==> src/rtl/iir_sos_cascade.sv <==
// iir_sos_cascade
//   Time-multiplexed cascade of NUM_SOS direct-form-II biquad sections that
//   share one multiplier. Each section takes six clocks. A runtime-writable
//   coefficient bank, per-section w1/w2 state, saturation and a sticky
//   overflow flag are included.
//
// Ports
//   clk, rst           clock (rising edge), asynchronous active-high reset
//   in_valid/in_ready  input sample handshake (in_ready high only in IDLE)
//   in_data            input sample, signed DATA_W
//   out_valid/out_ready output handshake; out_data held while stalled
//   out_data           filtered sample, signed DATA_W
//   coef_we/coef_addr/coef_wdata  coefficient write (addr = section*5 + k,
//                      k: 0=b0 1=b1 2=b2 3=a1 4=a2)
//   coef_err           one-cycle pulse when a write is dropped
//   clear_state        zero all w1/w2 state and sat_flag
//   sat_flag           sticky saturation indicator
//   busy               high whenever the FSM is not IDLE
//
// Build option
//   IIR_SOS_ROUND_EN   when defined, every product is rounded half up
//                      before the right shift; otherwise truncated.
module iir_sos_cascade #(
  parameter int DATA_W    = 24,
  parameter int COEF_W    = 24,
  parameter int COEF_FRAC = 22,
  parameter int NUM_SOS   = 4,
  parameter int GUARD_W   = 4
) (
  input  logic                          clk,
  input  logic                          rst,
  input  logic                          in_valid,
  output logic                          in_ready,
  input  logic [DATA_W-1:0]             in_data,
  output logic                          out_valid,
  input  logic                          out_ready,
  output logic [DATA_W-1:0]             out_data,
  input  logic                          coef_we,
  input  logic [$clog2(NUM_SOS*5)-1:0]  coef_addr,
  input  logic [COEF_W-1:0]             coef_wdata,
  output logic                          coef_err,
  input  logic                          clear_state,
  output logic                          sat_flag,
  output logic                          busy
);

  localparam int ACC_W  = DATA_W + GUARD_W;
  localparam int PROD_W = DATA_W + COEF_W;
  localparam int NCOEF  = NUM_SOS * 5;
  localparam int CA_W   = $clog2(NCOEF);
  localparam int SEC_W  = (NUM_SOS > 1) ? $clog2(NUM_SOS) : 1;

  localparam logic signed [ACC_W-1:0] SAT_MAX = {{(GUARD_W+1){1'b0}}, {(DATA_W-1){1'b1}}};
  localparam logic signed [ACC_W-1:0] SAT_MIN = {{(GUARD_W+1){1'b1}}, {(DATA_W-1){1'b0}}};
  localparam logic signed [COEF_W-1:0] COEF_ONE = {{(COEF_W-1){1'b0}}, 1'b1} << COEF_FRAC;
`ifdef IIR_SOS_ROUND_EN
  localparam logic signed [PROD_W-1:0] ROUND_K = {{(PROD_W-1){1'b0}}, 1'b1} << (COEF_FRAC-1);
`endif

  typedef enum logic [1:0] {
    ST_IDLE = 2'd0,
    ST_MAC  = 2'd1,
    ST_DONE = 2'd2
  } state_t;

  // Clamp an accumulator value to the sample range; MSB of the result flags a clip.
  function automatic logic [DATA_W:0] sat_fn(input logic signed [ACC_W-1:0] a);
    logic [DATA_W:0] r;
    if (a > SAT_MAX) begin
      r = {1'b1, SAT_MAX[DATA_W-1:0]};
    end else if (a < SAT_MIN) begin
      r = {1'b1, SAT_MIN[DATA_W-1:0]};
    end else begin
      r = {1'b0, a[DATA_W-1:0]};
    end
    return r;
  endfunction

  state_t                     state_r;
  state_t                     state_nx_s;
  logic [SEC_W-1:0]           sec_r;
  logic [2:0]                 step_r;
  logic signed [DATA_W-1:0]   x_cur_r;
  logic signed [DATA_W-1:0]   w0_tmp_r;
  logic signed [ACC_W-1:0]    acc_r;
  logic signed [COEF_W-1:0]   coef_r     [NCOEF];
  logic signed [COEF_W-1:0]   act_coef_r [NCOEF];
  logic signed [DATA_W-1:0]   w1_r       [NUM_SOS];
  logic signed [DATA_W-1:0]   w2_r       [NUM_SOS];
  logic                       clear_pend_r;
  logic                       out_valid_r;
  logic [DATA_W-1:0]          out_data_r;
  logic                       coef_err_r;
  logic                       sat_flag_r;

  logic [2:0]                 k_s;
  logic [CA_W-1:0]            coef_idx_s;
  logic signed [COEF_W-1:0]   coef_op_s;
  logic signed [DATA_W-1:0]   data_op_s;
  logic signed [PROD_W-1:0]   prod_s;
  logic signed [PROD_W-1:0]   prod_rnd_s;
  logic signed [ACC_W-1:0]    prod_acc_s;
  logic [DATA_W:0]            sat_acc_s;
  logic signed [DATA_W-1:0]   sat_val_s;
  logic                       sat_hit_s;
  logic                       last_sec_s;
  logic                       coef_ok_s;
  logic                       do_clear_s;

  assign in_ready  = (state_r == ST_IDLE);
  assign busy      = (state_r != ST_IDLE);
  assign out_valid = out_valid_r;
  assign out_data  = out_data_r;
  assign coef_err  = coef_err_r;
  assign sat_flag  = sat_flag_r;

  // Shared multiplier: pick coefficient and data operand for the current step.
  always_comb begin
    k_s       = 3'd0;
    data_op_s = '0;
    sat_acc_s = sat_fn(acc_r);
    sat_val_s = signed'(sat_acc_s[DATA_W-1:0]);
    sat_hit_s = sat_acc_s[DATA_W];
    case (step_r)
      3'd0: begin k_s = 3'd3; data_op_s = w1_r[sec_r]; end
      3'd1: begin k_s = 3'd4; data_op_s = w2_r[sec_r]; end
      3'd2: begin k_s = 3'd0; data_op_s = sat_val_s;   end  // b0 * sat(acc) = b0 * w0
      3'd3: begin k_s = 3'd1; data_op_s = w1_r[sec_r]; end
      3'd4: begin k_s = 3'd2; data_op_s = w2_r[sec_r]; end
      default: begin k_s = 3'd0; data_op_s = '0;        end
    endcase
    coef_idx_s = CA_W'(sec_r) * CA_W'(3'd5) + CA_W'(k_s);
    coef_op_s  = act_coef_r[coef_idx_s];
    prod_s     = PROD_W'(coef_op_s) * PROD_W'(data_op_s);
`ifdef IIR_SOS_ROUND_EN
    prod_rnd_s = prod_s + ROUND_K;
`else
    prod_rnd_s = prod_s;
`endif
    prod_acc_s = ACC_W'(prod_rnd_s >>> COEF_FRAC);
  end

  // Control qualifiers shared by the FSM and datapath.
  always_comb begin
    last_sec_s = (sec_r == SEC_W'(NUM_SOS-1));
    coef_ok_s  = (state_r == ST_IDLE) && (int'(coef_addr) < NCOEF);
    do_clear_s = (state_r == ST_IDLE) && (clear_state || clear_pend_r);
  end

  // FSM next-state logic.
  always_comb begin
    state_nx_s = state_r;
    case (state_r)
      ST_IDLE: begin
        if (in_valid) begin
          state_nx_s = ST_MAC;
        end else begin
          state_nx_s = ST_IDLE;
        end
      end
      ST_MAC: begin
        if ((step_r == 3'd5) && last_sec_s) begin
          state_nx_s = ST_DONE;
        end else begin
          state_nx_s = ST_MAC;
        end
      end
      ST_DONE: begin
        if (out_ready) begin
          state_nx_s = ST_IDLE;
        end else begin
          state_nx_s = ST_DONE;
        end
      end
      default: state_nx_s = ST_IDLE;
    endcase
  end

  // FSM state register.
  always_ff @(posedge clk or posedge rst) begin
    if (rst) begin
      state_r <= ST_IDLE;
    end else begin
      state_r <= state_nx_s;
    end
  end

  // Coefficient bank: writes land only in IDLE with an in-range address.
  always_ff @(posedge clk or posedge rst) begin
    if (rst) begin
      for (int i = 0; i < NCOEF; i++) begin
        coef_r[i] <= ((i % 5) == 0) ? COEF_ONE : '0;
      end
      coef_err_r <= 1'b0;
    end else begin
      coef_err_r <= 1'b0;
      if (coef_we) begin
        if (coef_ok_s) begin
          coef_r[coef_addr] <= coef_wdata;
        end else begin
          coef_err_r <= 1'b1;
        end
      end
    end
  end

  // Datapath: sample capture, six-step MAC sequence, state update and output.
  always_ff @(posedge clk or posedge rst) begin
    if (rst) begin
      for (int i = 0; i < NCOEF; i++) begin
        act_coef_r[i] <= ((i % 5) == 0) ? COEF_ONE : '0;
      end
      for (int s = 0; s < NUM_SOS; s++) begin
        w1_r[s] <= '0;
        w2_r[s] <= '0;
      end
      sec_r        <= '0;
      step_r       <= 3'd0;
      x_cur_r      <= '0;
      w0_tmp_r     <= '0;
      acc_r        <= '0;
      clear_pend_r <= 1'b0;
      out_valid_r  <= 1'b0;
      out_data_r   <= '0;
      sat_flag_r   <= 1'b0;
    end else begin
      case (state_r)
        ST_IDLE: begin
          if (do_clear_s) begin
            for (int s = 0; s < NUM_SOS; s++) begin
              w1_r[s] <= '0;
              w2_r[s] <= '0;
            end
            sat_flag_r   <= 1'b0;
            clear_pend_r <= 1'b0;
          end
          if (in_valid) begin
            x_cur_r <= in_data;
            sec_r   <= '0;
            step_r  <= 3'd0;
            // Snapshot the bank before any same-edge write lands, so such a
            // write only affects the following sample.
            for (int i = 0; i < NCOEF; i++) begin
              act_coef_r[i] <= coef_r[i];
            end
          end
        end
        ST_MAC: begin
          if (clear_state) begin
            clear_pend_r <= 1'b1;
          end
          case (step_r)
            3'd0: begin
              acc_r  <= ACC_W'(x_cur_r) - prod_acc_s;
              step_r <= 3'd1;
            end
            3'd1: begin
              acc_r  <= acc_r - prod_acc_s;
              step_r <= 3'd2;
            end
            3'd2: begin
              w0_tmp_r <= sat_val_s;
              if (sat_hit_s) begin
                sat_flag_r <= 1'b1;
              end
              acc_r  <= prod_acc_s;
              step_r <= 3'd3;
            end
            3'd3: begin
              acc_r  <= acc_r + prod_acc_s;
              step_r <= 3'd4;
            end
            3'd4: begin
              acc_r  <= acc_r + prod_acc_s;
              step_r <= 3'd5;
            end
            3'd5: begin
              x_cur_r     <= sat_val_s;
              if (sat_hit_s) begin
                sat_flag_r <= 1'b1;
              end
              w2_r[sec_r] <= w1_r[sec_r];
              w1_r[sec_r] <= w0_tmp_r;
              step_r      <= 3'd0;
              if (last_sec_s) begin
                out_valid_r <= 1'b1;
                out_data_r  <= sat_val_s;
              end else begin
                sec_r <= sec_r + SEC_W'(1'b1);
              end
            end
            default: step_r <= 3'd0;
          endcase
        end
        ST_DONE: begin
          if (clear_state) begin
            clear_pend_r <= 1'b1;
          end
          if (out_ready) begin
            out_valid_r <= 1'b0;
          end
        end
        default: out_valid_r <= 1'b0;
      endcase
    end
  end

endmodule

==> config.mk <==
export PLATFORM = sky130hd
export DESIGN_NAME = iir_sos_cascade
export DESIGN_NICKNAME = d
export VERILOG_FILES = /design/src/rtl/iir_sos_cascade.sv
export SDC_FILE = /design/constraint.sdc
export NUM_CORES = 2
export LEC_CHECK = 0
export BUFFER_PORTS_ARGS = -buffer_cell sky130_fd_sc_hd__buf_2
export CAP_MARGIN = 20
export CORE_UTILIZATION = 50
export DETAILED_ROUTE_END_ITERATION = 10
export GPL_TIMING_DRIVEN = 1
export PLACE_DENSITY = 0.65
export SLEW_MARGIN = 20
export SYNTH_ARGS = -nofsm -noshare
export SYNTH_HDL_FRONTEND = slang
export SYNTH_SLANG_ARGS = --single-unit
==> constraint.sdc <==
create_clock -name clk -period 108.8 [get_ports clk]
set_clock_uncertainty 0.2 [all_clocks]
set_input_delay 10.88 -clock clk [delete_from_list [all_inputs] [get_ports clk]]
set_output_delay 10.88 -clock clk [all_outputs]
set_load 0.005 [all_outputs]
==> results.md <==
- Syn nets: 7346
- Root Driver: clkbuf_16
- Cell variety after synth: 94
- DRC viols: 0
- Synth Instances: 6482
- Die Area: 0.156 mm2
- WHS Endpoint: out_data[0]
- Relative slew slack: 18.8%
- Cts hold-fix bufs: 0
- DIE WIDTH: 395 um
- Core Area: 0.153 mm2
- Worst Hold Class: register to register
- Fillers: 12900
- Setup crit start kind: register
- Vias per inst: 5.80
- Synth-to-Final Area Change: 9.94%
- # port buffers: 87
- Slew @ Worst Pin: 1.22 ns
- Fin. max-slew vios: 0
- Row cnt: 143
- Max Freq: 0.0611 GHz
- RR Startpoint: step_r[1]
- R2r endpoint: acc_r[27]
- H-tree levels: 4
- Worst path slowest cell: fa_4
- Hold Path Depth: 2
- Drt pass-1 iters: 6
- Initial Util: 50.6%
- CTS tree: done
- Setup crit end kind: register
- Post-synth EDFFs: 0
- Register bit total from synthesis: 1263
- Crit path DAT: 16.84 ns
- Crit-path max cell delay: 1.20 ns
- Final period utilization: 15.0%
- Sequential-to-total area share from yosys stat: 40.9%
- Placer's final routability congestion estimate: 0.928
- Wire per inst: 23.2 um
- Grt total ovfl: 0
- Max-capacitance violation count: 0
- Warnings from Yosys: 0
- Via count: 49800
- Global-route wire length before repair: 313 mm
- Largest net degree at the start of global routing: 184
- Util after Layout: 55.6%
- CP Class: register to register
- Worst Path Buf+Inv: 9
- Share of layout cells above drive strength 1: 25.9%
- Commonest non-fill, non-tap cell in the layout: dfrtp_1
- Final HPWL from detailed placement: 128 mm
- CTS resizes: 0
- Crit-path leading delay family: adder cells
- Worst EP required: 109.26 ns
- Gr usage total: 26.1%
- Final Setup Violations: 0
- CTS buffer count: 136
- Final nets: 7308
- Clock buffer depth: 3
- Worst-path clk slew: 0.06 ns
- Final min period: 16.37 ns
- Most frequent cells in the layout: dfrtp_1, mux2_2, inv_1, nand2_1, fa_1
- I/O Pins: 88
- Post-synth ARST share: 100%
- Top FF cell, synth: dfrtp_1
- Hold path start: out_data[0]
- Reg2reg path depth: 47
- R2R Setup Slk: 92.43 ns
- Synthesized area: 0.0773 mm2
- Critical-path maximum fanout: 44
- Syn Area/Cell: 11.9 um2
- Starting DRT DRC Count: 3811
- Final Hold Fails: 0
- Clock tree sinks: 1263
- DRT antenna net count: 0
- Vias in the first global route: 52600
- Setup TNS: 0 ns
- Clk_lat worst skew: 0.80 ns
- Initial antenna violation count: 5
- RSZ-0062 raised after global routing: false
- Setup bufs post-CTS: 0
- Die Y: 395 um
- Status: finished, final reports clean
- Routed wire length: 199 mm
[sequential cells by signal, indices dropped and copies added (netlist names)]
signal	cells
x_cur_r	24
coef_r	480
step_r	3
clear_pend_r	1
sec_r	2
coef_err	1
w2_r	96
act_coef_r	480
state_r	2
out_valid	1
w0_tmp_r	24
acc_r	28
sat_flag	1
out_data	24
w1_r	96
[logic make-up (layout without fill, tap and decap cells)]
| kind of cell | count (synthesis) | after routing | share of synthesized area, % |
|---|---|---|---|
| compound gates | 815 | 815 | 7.02 |
| xor+xnor | 101 | 101 | 1.16 |
| fa+ha+maj | 805 | 805 | 18.9 |
| buf+inv | 1134 | 1204 | 5.53 |
| flops | 1263 | 1263 | 40.9 |
| mux | 1181 | 1181 | 19.6 |
| other cells | 0 | 1 | 0 |
| simple gates | 1183 | 1183 | 6.89 |
[area by class of cell]
class | count | area (um2) | area share [%]
diodes | 1 | 2.50 | 0.00294
clock buffers | 199 | 3970 | 4.67
clock inverters | 47 | 703 | 0.827
inverters | 736 | 2770 | 3.26
multi-input cells | 4085 | 41900 | 49.3
flip-flops and latches | 1263 | 31600 | 37.2
well taps | 2030 | 2540 | 2.99
repair buffers | 222 | 1510 | 1.78
[stage by stage]
stage	setup WS (ns)	instances	hold slack (ns)	cell area, um2
final	92.43	8583	0.272	85000
after global routing	91.53	8582	0.292	85000
after CTS	92.55	8582	0.279	85000
after detailed placement	92.15	8336	0.266	80300
after global placement	92.24	8335	0.256	80300
after floorplan	62.14	6482	0.256	77300
[cells in the mapped netlist (all sizes together) (50+ instances only)]
cell type | instances | area [um2]
dfrtp | 1255 | 31400
mux2 | 962 | 10800
inv | 735 | 2760
nand2 | 617 | 2320
fa | 609 | 12200
clkbuf | 351 | 1320
o21ai | 243 | 1230
nor2 | 209 | 785
ha | 196 | 2450
a22o | 194 | 1700
a21oi | 187 | 943
mux4 | 169 | 3810
nor2b | 92 | 576
xnor2 | 73 | 654
mux2i | 50 | 500
[worst max-delay path by stage]
stage / from / endpoint / cells after the start
after floorplan: rst / acc_r[0] / 1
after global routing: step_r[1] / acc_r[27] / 46
after detailed placement: rst / act_coef_r[447] / 7
after CTS: step_r[1] / acc_r[27] / 46
after global placement: rst / act_coef_r[447] / 7
final: step_r[1] / acc_r[27] / 47
[per-layer routing]
layer | track usage (%) | routed length [um]
met1 | 35.6 | 84400
met2 | 42.5 | 96200
met3 | 4.24 | 11600
met4 | 8.69 | 6490
met5 | 0 | 23
[worst min-delay path: cells and delay by family, from the launching register on]
family / cells / cell delay (ns)
DFF: 1 / 0.33
and+or+nand+nor: 1 / 0.04
AOI/OAI and AO/OA: 1 / 0.06
Power is not shown: default switching activity piles up to over one toggle a cycle in this logic, so the estimate is an artifact.
